==> config.mk <==
export PLATFORM = sky130hd
export DESIGN_NAME = bdc_pwm_gen
export DESIGN_NICKNAME = d
export VERILOG_FILES = /design/src/rtl/bdc_pwm_gen.sv
export SDC_FILE = /design/constraint.sdc
export NUM_CORES = 1
export LEC_CHECK = 0
export ABC_AREA = 1
export CAP_MARGIN = 20
export CORE_MARGIN = 2
export CORE_UTILIZATION = 54
export DETAILED_ROUTE_END_ITERATION = 8
export GPL_TIMING_DRIVEN = 0
export PLACE_DENSITY = 0.73
export SYNTH_ARGS = -nofsm -noshare
export SYNTH_HDL_FRONTEND = slang
export SYNTH_SLANG_ARGS = --single-unit
==> constraint.sdc <==
create_clock -name clk -period 4 [get_ports clk]
set_clock_uncertainty 0.1 [all_clocks]
set_input_delay 0.6 -clock clk [delete_from_list [all_inputs] [get_ports clk]]
set_output_delay 0.6 -clock clk [all_outputs]
set_load 0.01 [all_outputs]
==> src/rtl/bdc_pwm_gen.sv <==
// Multi-channel H-bridge PWM generator: one shared period counter, per-channel
// duty/direction with double-buffered configuration and reversal dead-time.
module bdc_pwm_gen #(
    parameter int unsigned      N_CH       = 2,
    parameter int unsigned      CNT_W      = 20,
    parameter int unsigned      DEAD_CYC   = 16,
    parameter logic [CNT_W-1:0] DEF_PERIOD = 20'd491519,
    localparam int unsigned     CH_W       = (N_CH > 1) ? $clog2(N_CH) : 1
) (
    input  logic              clk,
    input  logic              reset,
    input  logic              en,
    input  logic              period_wr,
    input  logic [CNT_W-1:0]  period_in,
    input  logic              duty_wr,
    input  logic [CH_W-1:0]   duty_ch,
    input  logic [CNT_W:0]    duty_in,
    input  logic              dir_in,
    output logic [N_CH-1:0]   out1,
    output logic [N_CH-1:0]   out2,
    output logic              tick,
    output logic [N_CH:0]     pend
);

    localparam int unsigned DT_W = (DEAD_CYC > 0) ? $clog2(DEAD_CYC + 1) : 1;
    localparam logic [DT_W-1:0] DT_LOAD = DT_W'(DEAD_CYC);

    logic [CNT_W-1:0] cnt_reg, cnt_next;
    logic [CNT_W-1:0] period_reg, period_next;
    logic [CNT_W-1:0] period_pend_reg, period_pend_next;
    logic             per_pend_reg, per_pend_next;
    logic             tick_reg, tick_next;
    logic             wrap;
    logic [N_CH-1:0]  ch_pend;

    assign wrap = en && (cnt_reg == period_reg);

    always_comb begin
        cnt_next         = '0;
        period_next      = period_reg;
        period_pend_next = period_pend_reg;
        per_pend_next    = per_pend_reg;
        if (en && !wrap) begin
            cnt_next = cnt_reg + CNT_W'(1);
        end
        if (period_wr) begin
            period_pend_next = period_in;
        end
        if (!en) begin
            // Stopped: writes (or anything left pending) go straight to active.
            per_pend_next = 1'b0;
            if (period_wr) begin
                period_next = period_in;
            end else if (per_pend_reg) begin
                period_next = period_pend_reg;
            end
        end else begin
            if (wrap && per_pend_reg) begin
                period_next = period_pend_reg;
            end
            if (period_wr) begin
                per_pend_next = 1'b1;
            end else if (wrap) begin
                per_pend_next = 1'b0;
            end
        end
        // Registered tick lands in the cycle where the counter sits at terminal count.
        tick_next = en && (cnt_next == period_next);
    end

    always_ff @(posedge clk or negedge reset) begin
        if (!reset) begin
            cnt_reg         <= '0;
            period_reg      <= DEF_PERIOD;
            period_pend_reg <= DEF_PERIOD;
            per_pend_reg    <= 1'b0;
            tick_reg        <= 1'b0;
        end else begin
            cnt_reg         <= cnt_next;
            period_reg      <= period_next;
            period_pend_reg <= period_pend_next;
            per_pend_reg    <= per_pend_next;
            tick_reg        <= tick_next;
        end
    end

    assign tick = tick_reg;
    assign pend = {per_pend_reg, ch_pend};

    generate
        for (genvar gi = 0; gi < N_CH; gi++) begin : g_ch
            logic [CNT_W:0]  duty_reg, duty_next;
            logic [CNT_W:0]  duty_pend_reg, duty_pend_next;
            logic            dir_reg, dir_next;
            logic            dir_pend_reg, dir_pend_next;
            logic            pend_reg, pend_next;
            logic [DT_W-1:0] dt_reg, dt_next;
            logic            out1_reg, out1_next;
            logic            out2_reg, out2_next;
            logic            wr_hit;
            logic            pwm;

            assign wr_hit = duty_wr && (duty_ch == CH_W'(gi));
            assign pwm    = ({1'b0, cnt_reg} < duty_reg);

            always_comb begin
                duty_next      = duty_reg;
                dir_next       = dir_reg;
                pend_next      = pend_reg;
                dt_next        = '0;
                duty_pend_next = wr_hit ? duty_in : duty_pend_reg;
                dir_pend_next  = wr_hit ? dir_in : dir_pend_reg;
                if (!en) begin
                    pend_next = 1'b0;
                    if (wr_hit) begin
                        duty_next = duty_in;
                        dir_next  = dir_in;
                    end else if (pend_reg) begin
                        duty_next = duty_pend_reg;
                        dir_next  = dir_pend_reg;
                    end
                end else begin
                    if (dt_reg != '0) begin
                        dt_next = dt_reg - DT_W'(1);
                    end
                    if (wrap && pend_reg) begin
                        duty_next = duty_pend_reg;
                        dir_next  = dir_pend_reg;
                        if (dir_pend_reg != dir_reg) begin
                            dt_next = DT_LOAD;
                        end
                    end
                    if (wr_hit) begin
                        pend_next = 1'b1;
                    end else if (wrap) begin
                        pend_next = 1'b0;
                    end
                end
                out1_next = en && (dt_reg == '0) && !dir_reg && pwm;
                out2_next = en && (dt_reg == '0) &&  dir_reg && pwm;
            end

            always_ff @(posedge clk or negedge reset) begin
                if (!reset) begin
                    duty_reg      <= '0;
                    duty_pend_reg <= '0;
                    dir_reg       <= 1'b0;
                    dir_pend_reg  <= 1'b0;
                    pend_reg      <= 1'b0;
                    dt_reg        <= '0;
                    out1_reg      <= 1'b0;
                    out2_reg      <= 1'b0;
                end else begin
                    duty_reg      <= duty_next;
                    duty_pend_reg <= duty_pend_next;
                    dir_reg       <= dir_next;
                    dir_pend_reg  <= dir_pend_next;
                    pend_reg      <= pend_next;
                    dt_reg        <= dt_next;
                    out1_reg      <= out1_next;
                    out2_reg      <= out2_next;
                end
            end

            assign out1[gi]    = out1_reg;
            assign out2[gi]    = out2_reg;
            assign ch_pend[gi] = pend_reg;
        end
    endgenerate

endmodule

==> results of run 1 <==
[cells in the mapped netlist (3+ instances only)]
cell type | n | area [um2]
nand2_1 | 367 | 1380
inv_1 | 173 | 649
o21ai_0 | 137 | 686
dfrtp_1 | 130 | 3250
nor2_1 | 68 | 255
ha_1 | 41 | 513
o211ai_1 | 37 | 278
dfstp_2 | 36 | 946
clkbuf_1 | 34 | 128
nand3_1 | 28 | 140
a21oi_1 | 26 | 130
nand2_2 | 22 | 138
xor2_1 | 15 | 131
nor3_1 | 14 | 70.1
nand4_1 | 13 | 81.3
o22ai_1 | 12 | 75.1
buf_4 | 9 | 67.6
nand3b_1 | 9 | 67.6
nor2_2 | 9 | 56.3
xnor2_1 | 9 | 78.8
buf_2 | 6 | 30.0
o31ai_1 | 6 | 45.0
clkinv_1 | 4 | 15.0
inv_2 | 4 | 15.0
or2_2 | 4 | 25.0
nand3_2 | 3 | 30.0
o21ai_1 | 3 | 15.0
[cells by family (layout without fill, tap and decap cells)]
family / Yosys count / count (layout)
simple gates: 544 / 544
buf+inv: 232 / 319
compound gates: 231 / 231
flops: 166 / 166
fa+ha+maj: 41 / 41
xor+xnor: 24 / 24
[per-layer routing]
metal  global-route usage [%]  wire [um]  vias to the layer above
met3                     5.89       1470                       49
met5                        0          0                        -
met2                     46.4      11700                      272
met1                     41.3      11800                     3992
met4                     10.5        675                        0
li1                         -          -                     4116
[power by group through the flow]
stage	logic, W	registers [W]	clock network (W)
after global placement	0.00109	0.00213	0
final	0.00114	0.00211	0.00164
after CTS	0.00114	0.00211	0.00166
after detailed placement	0.00113	0.00213	0
after global routing	0.00131	0.00214	0.00172
after floorplan	0.000795	0.00210	0
[area by class of cell]
| cell class | count | area (um2) |
|---|---|---|
| Fill cell | 1568 | 6320 |
| Sequential cell | 166 | 4200 |
| Buffer | 51 | 248 |
| Clock inverter | 15 | 159 |
| Timing Repair Buffer | 55 | 573 |
| Tap cell | 225 | 282 |
| Clock buffer | 17 | 425 |
| Inverter | 181 | 679 |
| Multi-Input combinational cell | 840 | 4350 |
[repair_timing]
action,in CTS,in global routing
hold buffers,1,0
hold endpoints to repair,22,0
buffers inserted,0,0
[worst paths after layout]
check	start	to
max in group asynchronous	reset	g_ch[1].duty_reg[6]
worst min register to register	period_pend_reg[11]	period_pend_reg[11]
worst max-delay path	duty_wr	g_ch[0].duty_reg[8]
worst min-delay path	period_pend_reg[11]	period_pend_reg[11]
min in group asynchronous	reset	cnt_reg[0]
worst max register to register	cnt_reg[0]	tick
[worst max-delay path, cell delays in order]
cell,delay [ps]
clkdlybuf4s50_1,480
inv_1,40
nor2_1,380
inv_1,190
nor2_1,460
inv_1,280
clkbuf_1,310
o211ai_1,360
o21ai_0,140
[through the flow]
stage	util (%)	instance area, um2	setup TNS (ps)	total power [W]
after CTS	63.3	10900	0	0.00490
after global routing	63.3	10900	0	0.00517
after detailed placement	59.9	10300	0	0.00326
final	63.3	10900	0	0.00488
after global placement	59.7	10300	-695600	0.00322
after floorplan	-	9470	0	0.00289
==> flow_summary.yaml, run 1 <==
global_routing:
  grt_max_degree: 111
  overflow: 0
  grt_pass1_wl_um: 42100
  antenna_found_initial: 0
  grt_pass1_vias: 8035
  groute.usage.overall_pct: 29.7
timing:
  holdWs_ps: 367
  relSlewSlack_pct: 45.3
  worstMarginPinSlew_ps: 820
  rsz0062_at_grt: "no"
  timing.fmax_mhz: 329
  setup_viol: 0
  slew_viol_final: 0
  period_needed_ps: 3040
  finalWorstSetupSlack_ps: 965
  min_period_over_period_pct: 75.9
  hold_viol_final: 0
setup_path:
  r2r_slack_ps: 1140
  critPathKind: "in -> reg"
  crit_required_ps: 4210
  reg2reg_depth: 16
  arrival_ps: 3240
  critPathCaptureType: "register"
  start_kind: "input pin"
  path_max_fanout: 10
die:
  ioPinCount: 56
  start_util_pct: 55.0
  rows: 48
  dieWidth_um: 136
  dieArea_um2: 18600
  core_region_area_um2: 17200
  dieHeight_um: 136
outcome:
  status: "complete, no violations"
yosys:
  synth_edf_count: 0
  synth_flop_cell: "dfrtp_1"
  yosys.cell_types.count: 41
  avgSynthCellArea_um2: 7.65
  synth_cells: 1238
  synthAdderAreaFrac_pct: 5.41
  syn-cell-area_um2: 9470
  async_flop_share_pct: 100
  yosys-mux-area-fraction_pct: 0
  synthesis.nets: 1327
  synth-seq-area-share_pct: 44.3
  synth_top_family_by_area: "simple AND/OR/NAND/NOR gates"
  synth-xor-area-share_pct: 2.22
  synth-seq-cells: 166
  synth_compound_area_share_pct: 13.9
  yosys_warnings: 0
  yosys.area_share.simple_pct: 24.4
clock_network:
  cts-root-buf: "clkbuf_16"
  numCtsBuffers: 17
  cts.repair.resized: 0
  cts_tree: "done"
  htreeDepth: 4
  clock-sinks: 166
  cts_buffer_depth: 2
  clk-insertion-delay-late_ps: 450
  clkTransAtPathRegs_ps: 70
placement:
  place_hpwl_um: 19200
  dp_slack_ps: 588
  dp_cells: 1517
  portBuffers: 53
  gp_congestion: 0.916
power_and_ir_drop:
  power.leakage_nw: 5.33
  clockPowerShare_pct: 33.5
  switching_share_pct: 33.4
  p_int_w: 0.00325
  ir_worst_vdd_uv: 326
  combPwrFrac_pct: 23.3
  switchingPower_w: 0.00163
  power_density_nw_per_um2: 448
  power_frac_seq_pct: 43.2
drt:
  via_per_inst: 5.44
  wl_um: 25600
  ant_nets: 0
  wl_per_cell_um: 16.5
  drt-initial-drc-count: 783
  firstDrtPassIters: 6
  drc: 0
  vias: 8429
run:
  max-cap-violations: 0
cells_and_area:
  nets: 1401
  layout.cells.non_filler: 1550
  final_cell_mix: "367 x nand2_1, 173 x inv_1, 137 x o21ai_0"
  layout_commonest_cell: "nand2_1"
  antenna_cells: 0
  drive_gt1_share_pct: 10.2
  area_growth_pct: 15.2
min_path:
  hp-class: "reg -> reg"
  min_path_cells: 2
Power figures use the tool's default switching activity.
==> inputs of run 2 (changes only) <==
clock period = 2.8 ns   (was 4 ns; I/O delays follow)
==> flow_summary.yaml, run 2 (synthesized netlist as in run 1, its figures left out) <==
clock_network:
  numCtsBuffers: 17
  clock-sinks: 166
  cts_tree: "done"
  cts_buffer_depth: 2
  cts-root-buf: "clkbuf_16"
  htreeDepth: 4
  clkTransAtPathRegs_ps: 70
  clk-insertion-delay-late_ps: 450
power_and_ir_drop:
  power_density_nw_per_um2: 637
  switching_share_pct: 33.5
  switchingPower_w: 0.00235
  clockPowerShare_pct: 33.5
  power_frac_seq_pct: 43.0
  p_total_w: 0.00700
  power.leakage_nw: 5.36
  combPwrFrac_pct: 23.4
  p_int_w: 0.00466
  ir_worst_vdd_uv: 465
timing:
  holdWs_ps: 231
  min_period_over_period_pct: 92.8
  relSlewSlack_pct: 50.3
  setup_viol: 0
  period_needed_ps: 2600
  slew_viol_final: 0
  hold_viol_final: 0
  worstMarginPinSlew_ps: 746
  finalSetupTns_ps: 0
  rsz0062_at_grt: "yes"
  timing.fmax_mhz: 385
cells_and_area:
  utilization_pct: 63.8
  final_cell_mix: "367 x nand2_1, 173 x inv_1, 137 x o21ai_0"
  nets: 1404
  area_growth_pct: 16.0
  layout.cells.non_filler: 1553
  layout_commonest_cell: "nand2_1"
  drive_gt1_share_pct: 11.7
  antenna_cells: 0
drt:
  vias: 8483
  ant_nets: 0
  firstDrtPassIters: 5
  wl_um: 25800
  drc: 0
  wl_per_cell_um: 16.6
  via_per_inst: 5.46
  drt-initial-drc-count: 809
setup_path:
  critPathKind: "reg -> reg"
  crit_required_ps: 3070
  slowest_stage: "clkbuf_1"
  arrival_ps: 2870
  path_max_fanout: 10
  critPathTopFamily: "buffers and inverters"
  critPathBufInv: 2
  start_kind: "register"
  max_stage_delay_ps: 520
  crit_path_cell_trace: "clkbuf_1 -> clkbuf_1 -> nor2_1 -> o31ai_1 -> nand2_1 -> nand2_2 -> nand2_1 -> nand2_1 -> nand3_1 -> nor2_1 -> nand3_1 -> nor2_1"
  critPathCaptureType: "register"
die:
  core_region_area_um2: 17200
  start_util_pct: 55.0
  rows: 48
  ioPinCount: 56
  dieWidth_um: 136
  dieHeight_um: 136
  dieArea_um2: 18600
run:
  max-cap-violations: 0
placement:
  gp_congestion: 0.916
  place_hpwl_um: 19200
  portBuffers: 53
  dp_cells: 1517
min_path:
  hp-class: "in -> reg"
global_routing:
  grt_pass1_wl_um: 42100
  grt_max_degree: 111
  overflow: 0
  antenna_found_initial: 0
  groute.usage.overall_pct: 29.7
  grt_pass1_vias: 8035
outcome:
  status: "complete, no violations"
## run 2: cell count changes in the layout (fill, tap and decap cells not counted), sizes merged
cell,delta
clkbuf,+1
buf,+2
## run 2: metrics by stage
step | cell area (um2) | setup slack (ps)
4_1_cts | 10900 | 3.44
6_report | 11000 | 201
3_3_place_gp | 10300 | -5690
2_1_floorplan | 9470 | 681
3_5_place_dp | 10300 | -432
5_1_grt | 11000 | -35.6
## run 2: worst paths after layout
kind | startpoint | to | slack, ps | cells past startpoint
setup reg to reg | per_pend_reg | tick | 200 | 12
hold reg to reg | period_pend_reg[11] | period_pend_reg[11] | 370 | 2
min in group asynchronous | reset | tick | 380 | 2
max in group asynchronous | reset | g_ch[0].duty_reg[10] | 1340 | 3
hold / removal | period_wr | period_pend_reg[13] | 230 | 3
setup / recovery | per_pend_reg | tick | 200 | 12
## run 2: cell type report
class,instances,area [um2]
fillers,1549,6240
multi-input cells,840,4390
flip-flops and latches,166,4210
inverters,181,679
repair buffers,58,596
clock buffers,17,425
well taps,225,282
plain buffers,51,255
clock inverters,15,159
## run 2: power by group through the flow
stage	clock, W	sequential, W	combinational (W)
floorplan	0	0.00299	0.00114
global placement	0	0.00304	0.00156
detailed placement	0	0.00305	0.00161
CTS	0.00237	0.00301	0.00163
global route	0.00246	0.00306	0.00188
finish	0.00235	0.00301	0.00164
## run 2: repair_timing
action | CTS | global route
gates resized for setup | 0 | 22
setup endpoints to repair | 0 | 41
endpoints found under the hold margin | 41 | 0
hold buffers | 1 | 0
buffers inserted | 0 | 3
## run 2: per-layer routing
| layer | vias to the layer above | track usage, % | part of all wire, % |
|---|---|---|---|
| met5 | - | 0 | 0 |
| met4 | 0 | 10.5 | 2.6 |
| met3 | 57 | 5.89 | 6.1 |
| met2 | 288 | 46.4 | 45 |
| met1 | 4015 | 41.3 | 46 |
| li1 | 4123 | - | - |
## run 2: worst reg2reg max path, delay by kind of cell, from the launching register on
family                 cells  cell delay, ps
AND/OR/NAND/NOR            9             900
AO/OA/AOI/OAI              1             240
flip-flops                 1             370
buffers and inverters      2             930
